<file path="src/rtl/tetromino_cell_painter.sv">
// Purpose: once per frame, erase the falling piece's previous cells and paint its current cells into the framebuffer.
// Latency: capture on the 4th Clk edge after frame_clk rises, first fb_we the cycle after, CELL_PX*CELL_PX cycles per painted cell.
// Backpressure: fb_we/fb_addr/fb_data hold until fb_ready; one frame edge may queue behind a pass, a further one sets overrun.
//
// Ports:
//   Clk, Reset (asynchronous, active-low)     - single clock domain
//   frame_clk                                 - frame strobe, asynchronous to Clk
//   blockXPos/blockYPos[4]                    - current piece cells
//   blockXPrev/blockYPrev[4]                  - previous piece cells
//   blockColor                                - piece colour
//   fb_ready, fb_we, fb_addr, fb_data         - framebuffer write port
//   busy                                      - high in ERASE, DRAW and DONE
//   overrun                                   - sticky, a frame edge arrived while one was already pending
// Optional feature: define PAINTER_SKIP_OVERLAP_EN to leave previous cells that are also current cells un-erased.
module tetromino_cell_painter #(
    parameter int          BOARD_COLS = 10,
    parameter int          BOARD_ROWS = 20,
    parameter int          CELL_PX    = 16,
    parameter int          FB_WIDTH   = 160,
    parameter logic [15:0] BG_COLOR   = 16'h0000
) (
    input  logic        Clk,
    input  logic        Reset,
    input  logic        frame_clk,
    input  logic [6:0]  blockXPos  [4],
    input  logic [6:0]  blockYPos  [4],
    input  logic [6:0]  blockXPrev [4],
    input  logic [6:0]  blockYPrev [4],
    input  logic [15:0] blockColor,
    input  logic        fb_ready,
    output logic        fb_we,
    output logic [15:0] fb_addr,
    output logic [15:0] fb_data,
    output logic        busy,
    output logic        overrun
);

    localparam int            CW      = (CELL_PX > 1) ? $clog2(CELL_PX) : 1;
    localparam logic [CW-1:0] PX_LAST = CW'(CELL_PX - 1);
    localparam logic [CW-1:0] PX_ONE  = CW'(1);

    typedef enum logic [1:0] {
        IDLE  = 2'd0,
        ERASE = 2'd1,
        DRAW  = 2'd2,
        DONE  = 2'd3
    } state_e;

    // Cells are handled as eight slots: 0..3 are previous cells (erase),
    // 4..7 are current cells (draw). Slot value 8 means "no more slots".
    function automatic logic in_board(input logic [6:0] x, input logic [6:0] y);
        return (x < 7'(BOARD_COLS)) && (y < 7'(BOARD_ROWS));
    endfunction

    // Lowest slot index >= from whose mask bit is set, or 8 if none.
    function automatic logic [3:0] next_slot(input logic [7:0] mask, input logic [3:0] from);
        logic [3:0] res;
        res = 4'd8;
        for (int i = 7; i >= 0; i--) begin
            if (mask[i] && (4'(i) >= from)) begin
                res = 4'(i);
            end
        end
        return res;
    endfunction

    function automatic state_e slot_state(input logic [3:0] slot);
        state_e st;
        if (slot < 4'd4) begin
            st = ERASE;
        end else if (slot < 4'd8) begin
            st = DRAW;
        end else begin
            st = DONE;
        end
        return st;
    endfunction

    // Frame strobe synchroniser and edge detector
    logic sync1_q, sync2_q, sync3_q;
    logic pending_q, pending_d;
    logic overrun_q, overrun_d;
    logic frame_edge;

    // Pass control
    state_e         state_q, state_d;
    logic [2:0]     idx_q, idx_d;
    logic [CW-1:0]  r_q, r_d;
    logic [CW-1:0]  c_q, c_d;
    logic [7:0]     valid_q, valid_d;
    logic           capture;
    logic           writing;
    logic           wr_done;

    // Shadow copies of the game-logic outputs, loaded at capture
    logic [6:0]     xpos_q  [4];
    logic [6:0]     ypos_q  [4];
    logic [6:0]     xprev_q [4];
    logic [6:0]     yprev_q [4];
    logic [15:0]    color_q;

    logic [7:0]     mask_in;
    logic [3:0]     first_slot;
    logic [3:0]     after_slot;

    logic [6:0]     cur_x, cur_y;
    logic [15:0]    row_px, col_px, pix_addr;

    assign frame_edge = sync2_q & ~sync3_q;
    assign capture    = (state_q == IDLE) && pending_q;
    assign writing    = (state_q == ERASE) || (state_q == DRAW);
    assign wr_done    = writing && fb_ready;

    // Which of the eight slots produce writes, judged on the live inputs so
    // the very first slot can be chosen in the capture cycle itself.
    always_comb begin
        mask_in = '0;
        for (int i = 0; i < 4; i++) begin
            mask_in[i]     = in_board(blockXPrev[i], blockYPrev[i]);
            mask_in[4 + i] = in_board(blockXPos[i], blockYPos[i]);
`ifdef PAINTER_SKIP_OVERLAP_EN
            // The draw phase repaints this cell anyway, so erasing it would only flicker.
            for (int j = 0; j < 4; j++) begin
                if ((blockXPrev[i] == blockXPos[j]) && (blockYPrev[i] == blockYPos[j])) begin
                    mask_in[i] = 1'b0;
                end
            end
`endif
        end
    end

    assign first_slot = next_slot(mask_in, 4'd0);
    assign after_slot = next_slot(valid_q, {1'b0, idx_q} + 4'd1);

    // Next-state logic
    always_comb begin
        state_d   = state_q;
        idx_d     = idx_q;
        r_d       = r_q;
        c_d       = c_q;
        valid_d   = valid_q;
        pending_d = pending_q;
        overrun_d = overrun_q;

        // An edge in the capture cycle re-arms pending rather than overrunning.
        if (frame_edge) begin
            pending_d = 1'b1;
            if (pending_q && !capture) begin
                overrun_d = 1'b1;
            end
        end else if (capture) begin
            pending_d = 1'b0;
        end

        case (state_q)
            IDLE: begin
                if (capture) begin
                    valid_d = mask_in;
                    idx_d   = first_slot[2:0];
                    r_d     = '0;
                    c_d     = '0;
                    state_d = slot_state(first_slot);
                end
            end
            ERASE, DRAW: begin
                if (wr_done) begin
                    if (c_q == PX_LAST) begin
                        c_d = '0;
                        if (r_q == PX_LAST) begin
                            // Last pixel of the cell: jump straight to the next
                            // live slot so skipped cells cost no cycles.
                            r_d     = '0;
                            idx_d   = after_slot[2:0];
                            state_d = slot_state(after_slot);
                        end else begin
                            r_d = r_q + PX_ONE;
                        end
                    end else begin
                        c_d = c_q + PX_ONE;
                    end
                end
            end
            DONE: begin
                state_d = IDLE;
            end
            default: begin
                state_d = IDLE;
            end
        endcase
    end

    // State and control registers
    always_ff @(posedge Clk or negedge Reset) begin
        if (!Reset) begin
            sync1_q   <= 1'b0;
            sync2_q   <= 1'b0;
            sync3_q   <= 1'b0;
            pending_q <= 1'b0;
            overrun_q <= 1'b0;
            state_q   <= IDLE;
            idx_q     <= '0;
            r_q       <= '0;
            c_q       <= '0;
            valid_q   <= '0;
        end else begin
            sync1_q   <= frame_clk;
            sync2_q   <= sync1_q;
            sync3_q   <= sync2_q;
            pending_q <= pending_d;
            overrun_q <= overrun_d;
            state_q   <= state_d;
            idx_q     <= idx_d;
            r_q       <= r_d;
            c_q       <= c_d;
            valid_q   <= valid_d;
        end
    end

    // Shadow registers: inputs are ignored outside the capture cycle
    always_ff @(posedge Clk or negedge Reset) begin
        if (!Reset) begin
            for (int i = 0; i < 4; i++) begin
                xpos_q[i]  <= '0;
                ypos_q[i]  <= '0;
                xprev_q[i] <= '0;
                yprev_q[i] <= '0;
            end
            color_q <= '0;
        end else if (capture) begin
            for (int i = 0; i < 4; i++) begin
                xpos_q[i]  <= blockXPos[i];
                ypos_q[i]  <= blockYPos[i];
                xprev_q[i] <= blockXPrev[i];
                yprev_q[i] <= blockYPrev[i];
            end
            color_q <= blockColor;
        end
    end

    // Pixel address of the current slot; all registers feeding it are frozen
    // while a write is stalled, so address and data hold without extra staging.
    assign cur_x    = idx_q[2] ? xpos_q[idx_q[1:0]] : xprev_q[idx_q[1:0]];
    assign cur_y    = idx_q[2] ? ypos_q[idx_q[1:0]] : yprev_q[idx_q[1:0]];
    assign row_px   = 16'(cur_y) * 16'(CELL_PX) + 16'(r_q);
    assign col_px   = 16'(cur_x) * 16'(CELL_PX) + 16'(c_q);
    assign pix_addr = row_px * 16'(FB_WIDTH) + col_px;

    // Outputs decode from the asynchronously reset state, so asserting Reset
    // drops fb_we at once and no write can complete afterwards.
    assign fb_we   = writing;
    assign fb_addr = writing ? pix_addr : 16'h0000;
    assign fb_data = writing ? (idx_q[2] ? color_q : BG_COLOR) : 16'h0000;
    assign busy    = (state_q != IDLE);
    assign overrun = overrun_q;

endmodule

</file>
<file path="config.mk">
export PLATFORM = sky130hd
export DESIGN_NAME = tetromino_cell_painter
export DESIGN_NICKNAME = d
export VERILOG_FILES = /design/src/rtl/tetromino_cell_painter.sv
export SDC_FILE = /design/constraint.sdc
export NUM_CORES = 1
export LEC_CHECK = 0
export BUFFER_PORTS_ARGS = -buffer_cell sky130_fd_sc_hd__buf_4
export CAP_MARGIN = 20
export CORE_AREA = 2 2 112 157
export DETAILED_ROUTE_END_ITERATION = 7
export DIE_AREA = 0 0 114 159
export PLACE_DENSITY = 0.75
export SLEW_MARGIN = 10
export SYNTH_ARGS = -nofsm -noshare
export SYNTH_HDL_FRONTEND = slang
export SYNTH_SLANG_ARGS = --single-unit
</file>
<file path="constraint.sdc">
create_clock -name Clk -period 5.9 [get_ports Clk]
set_clock_uncertainty 0.05 [all_clocks]
set_input_delay 0.885 -clock Clk [delete_from_list [all_inputs] [get_ports Clk]]
set_output_delay 0.885 -clock Clk [all_outputs]
set_load 0.05 [all_outputs]
</file>
After elaboration in Yosys (flattened, before gate mapping). Cells that the tools add are included.

Flip-flop bits (word level): 154. Input bits: 132. Output and inout port bits: 35. Logic and storage cells: 164.

$add $sub $neg: 6. $mul: 1. Order comparisons: 29. Equality and inequality tests: 9. Mux-type cells: 57. Bitwise gates (word level): 3. Reduce and logical (&&, ||, !) cells: 32.

Operators by type and width (number): 4-bit 2-to-1 mux (22); 7-bit 2-to-1 mux (10); 7-bit binary-select mux with 2-bit select (4); 7-bit by 4-bit less-than comparator with 1-bit output (second input constant) (8); 7-bit by 5-bit less-than comparator with 1-bit output (second input constant) (8); 16-bit 2-to-1 mux (3); 11-bit by 4-bit adder with 12-bit output (2); 1-bit logical AND (19); 16-bit by 12-bit adder with 16-bit output (1); 3-bit by 4-bit >= comparator with 1-bit output (first input constant) (4); 4-bit one-hot mux with 2 select lines (2); 12-bit by 3-bit multiplier with 11-bit output (second input constant) (1); 2-bit 2-to-1 mux (6); 3-bit 2-to-1 mux (4); 4-bit by 1-bit adder with 4-bit output (second input constant) (2); 4-bit equality test (second input constant) (2); 1-bit by 4-bit >= comparator with 1-bit output (first input constant) (2); 2-bit by 4-bit >= comparator with 1-bit output (first input constant) (2); 4-bit by 3-bit less-than comparator with 1-bit output (second input constant) (2); 4-bit less-than comparator (second input constant) (2); 2-bit inequality test (second input constant) (4); 4-bit AND reduction (2); 2-bit one-hot mux with 3 select lines (1); 3-bit one-hot mux with 2 select lines (1); 16 further kinds (23).

Depth between registers and ports, before layout.
Depth after elaboration: 18. Depth in mapped cells: 16.

Worst setup path after synthesis. Ideal clock, no wire load.

Path kind: reg-to-output. Start: reg idx_q[0]. End: out fb_addr[15]. Data arrival time: 5.048 ns. Slack: -0.083 ns. Stages on the path, launching flop included: 17. Buffers on the path: 3. Cell sequence: dfrtp_1 > buf_6 > clkbuf_1 > buf_2 > mux4_2 > mux2_2 > ha_1 > inv_1 > fa_1 > inv_1 > ha_1 > o21ai_0 > o21bai_1 > a21oi_1 > or4_1 > or4b_1 > o2111ai_1.

Longest elaborated chain between the ends: 9. Elaborated cells on any way between the ends: 20. Classes of those cells: add/sub (3); mul (1); mux (15); bitwise (1).

RTL lines: from (decl) (RTL line 87) `logic [2:0] idx_q, idx_d;`; from (signal assigned) (RTL line 212) `idx_q <= idx_d;`; 2-bit inverter with 3-bit output (implied by the code) * (RTL line 242, 243); 7-bit binary-select mux with 2-bit select (RTL line 243) `assign cur_y = idx_q[2] ? ypos_q[idx_q[1:0]] : yprev_q[idx_q[1:0]];`; 7-bit 2-to-1 mux (implied by the code) (2 in series) (RTL line 243); 7-bit 2-to-1 mux (RTL line 243); 11-bit by 4-bit adder with 12-bit output (RTL line 244) `assign row_px = 16'(cur_y) * 16'(CELL_PX) + 16'(r_q);`; 12-bit by 3-bit multiplier with 11-bit output (RTL line 246) `assign pix_addr = row_px * 16'(FB_WIDTH) + col_px;`; 16-bit by 12-bit adder with 16-bit output * (RTL line 246); 16-bit 2-to-1 mux * (RTL line 251) `assign fb_addr = writing ? pix_addr : 16'h0000;`; to (decl) (RTL line 32) `output logic [15:0] fb_addr,`.

Every way passes the cells marked *; elsewhere a longest branch is shown, timed or not. The select of a mux whose other input is x is not followed.

Worst setup path after layout. Same ends and word-level chain as after synthesis.

==> flow_summary.toml <==
[worst_setup_path]
path_class = "flop to primary output"
critPathRequiredTime_ns = 4.97
endpoint_kind = "primary output"
cp_max_fo = 6
crit_slowest_cell = "mux4_2"
crit_arrival_ns = 4.77
r2r_slack_ns = 3.15
r2r_cells = 9
cp_slowest_stage_delay_ns = 0.53
reg2reg_to = "idx_q[1]"
critPathLaunchType = "flop"
crit-reg2reg-launch = "idx_q[1]"
crit_chain = "mux4_2 -> mux2_2 -> ha_1 -> inv_1 -> fa_1 -> inv_1 -> ha_1 -> o21ai_0 -> o21bai_1 -> a21oi_1 -> or4_1 -> or4b_1 -> o2111ai_2 -> buf_4"

[timing]
max_slew_margin_pct = 56.5
fmax_ghz = 0.175
finalSetupViolations = 0
rsz0062_at_grt = "no"
maxSlewViolCount = 0
tightestPinTransition_ns = 0.652
fin_crit_sh_pct = 96.8
setup_tns_ns = 0
finalCriticalPeriod_ns = 5.71
hold_viol = 0

[clocking]
cts_tree = "built"
worstSkewPairLatency_ns = 0.43
htreeDepth = 4
cts_buffer_depth = 2
clock_sinks = 154
root_buffer = "clkbuf_16"
cts_buffers = 17
cts.clk_slew.worst_paths_ns = 0.06
ctsHoldBuffers = 0

[grt]
grt_use_total_pct = 24.9
grt_pass1_wl_um = 34200
antenna_found_initial = 0
grt_pass1_vias = 6280
gr-total-overflow = 0
grt_max_degree = 122

[worst_hold_path]
hold_path_class = "input port to async pin"

[routing]
dr.pass1.iters = 5
routed_wl_um = 22000
vias = 6018
avgViaCountPerCell = 5.75
routedWlPerCell_um = 21.0
drt_iter0_drc = 424
drc = 0
ant_nets = 0

[place]
io_buffers = 166
placed_area_mm2 = 0.00965
place_inst = 1011
place.gp.congestion = 0.850
place_hpwl_um = 16800

[floorplanning]
initial_utilization_pct = 49.3
dieHeight_um = 159
core_mm2 = 0.0167
die_area_mm2 = 0.0181
die_x_um = 114
core.rowCount = 56
io_pins = 167

[flow_run]
maxCapViolations = 0

[layout]
fin_nets = 994
drive_above_1_share_pct = 45.4
num_antenna_cells = 0
area_growth_pct = 25.6
final_cell_count_no_fill = 1046
utilization_pct = 61.9
n_fill_cell = 1314
post-route-cell-area_mm2 = 0.0103

[synth]
yosysUniqueCellTypes = 58
synthArstFlopShare_pct = 100
synth_edf_count = 0
synth_area_leaders = "dfrtp_1, mux2_2, mux4_2"
syn_area_mm2 = 0.00822
yosysTopAreaCell = "dfrtp_1"
ys_seq_area_share_pct = 46.9
synth_top_area_share_pct = 46.9
yosysWarnings = 0
synth_seq_cells = 154
synth_cells = 669
syn-num-nets = 832
synth_top_flop_cell = "dfrtp_1"
syn_avg_cell_area_um2 = 12.3

[status]
outcome = "complete, no violations"
## timing repair
action | CTS | global route
setup endpoints to repair | 0 | 1
buffers inserted | 0 | 1
gates resized for setup | 0 | 1
endpoints found under the hold margin | 0 | 0
## worst max-delay path by stage
| stage | from | end | cells after the start |
|---|---|---|---|
| after global routing | idx_q[0] | fb_addr[15] | 14 |
| after floorplan | idx_q[0] | fb_addr[14] | 14 |
| final | idx_q[0] | fb_addr[15] | 14 |
| after detailed placement | idx_q[0] | fb_addr[15] | 12 |
| after CTS | idx_q[0] | fb_addr[15] | 12 |
| after global placement | idx_q[0] | fb_addr[15] | 12 |
## synthesized netlist by cell type, types with 3 or more instances
master and count:
a211oi_1 4, nand2_1 29, ha_1 29, o21ai_0 46, nand2b_1 5, mux2_2 143, dfrtp_1 154, nand4_1 12
nand3_1 6, a21oi_1 18, mux4_2 27, mux2i_1 4, clkbuf_1 27, a21o_1 4, nor3b_1 4, buf_1 4
xnor2_1 10, o22ai_1 4, nor3_1 14, o2bb2ai_1 3, inv_1 22, and3_1 17, and2_1 7, o211ai_1 3
nor2_1 30
## per-layer routing
layer | share of wire (%) | track usage [%] | vias up
met5 | 0 | 0 | -
met4 | 3.1 | 9.48 | 0
met3 | 3.6 | 4.45 | 46
met2 | 54 | 44.4 | 176
met1 | 39 | 29.5 | 3004
li1 | - | - | 2792
## state kept, by name (all words and copies together) (netlist names), 2 cells and up
name and count:
color_q 16, valid_q 8, xpos_q 28, r_q 4
idx_q 3, xprev_q 28, yprev_q 28, state_q 2
ypos_q 28, c_q 4
## kinds of logic after synthesis
family,Yosys count,synth area share (%)
AOI/OAI and AO/OA,105,7.78
and+or+nand+nor,135,8.47
muxes,176,28.0
DFF,154,46.9
adders and majority gates,31,4.90
xor gates and xnor gates,12,1.28
buffers and inverters,56,2.68
## worst max-delay path, delay by kind of cell (launching register included)
family	cells	cell delay, ns
buffers and inverters	3	0.33
adder cells (fa/ha/maj)	3	1.16
flip-flops	1	0.45
AND/OR/NAND/NOR	2	0.99
AO/OA/AOI/OAI	4	0.54
multiplexers	2	0.86
## cells in the final DEF, fill, tap and decap left out, drive strengths merged, types with 17 or more instances in the layout
cell and count:
nor2 30, ha 29, mux2 144, a21oi 18, clkbuf 19, inv 25
o21ai 47, and3 17, buf 177, nand2 29, dfrtp 154, mux4 28
## layout make-up
cell class	count	area (µm²)	area share (%)
multi-input cells	459	4160	40.3
flip-flops and latches	154	3850	37.4
repair buffers	177	1390	13.4
well taps	203	254	2.46
clock inverters	12	140	1.36
clock buffers	19	443	4.29
inverters	22	82.6	0.800
## metrics by stage
step	setup slack, ns	hold slack, ns
finish	0.191	0.273
global route	0.0241	0.281
CTS	0.146	0.311
detailed placement	0.621	0.287
global placement	0.718	0.298
floorplan	0.0425	0.281
Power is left out: the tool's default activity adds up to more than one toggle a clock period on the data nets, which glitch-free logic cannot reach.
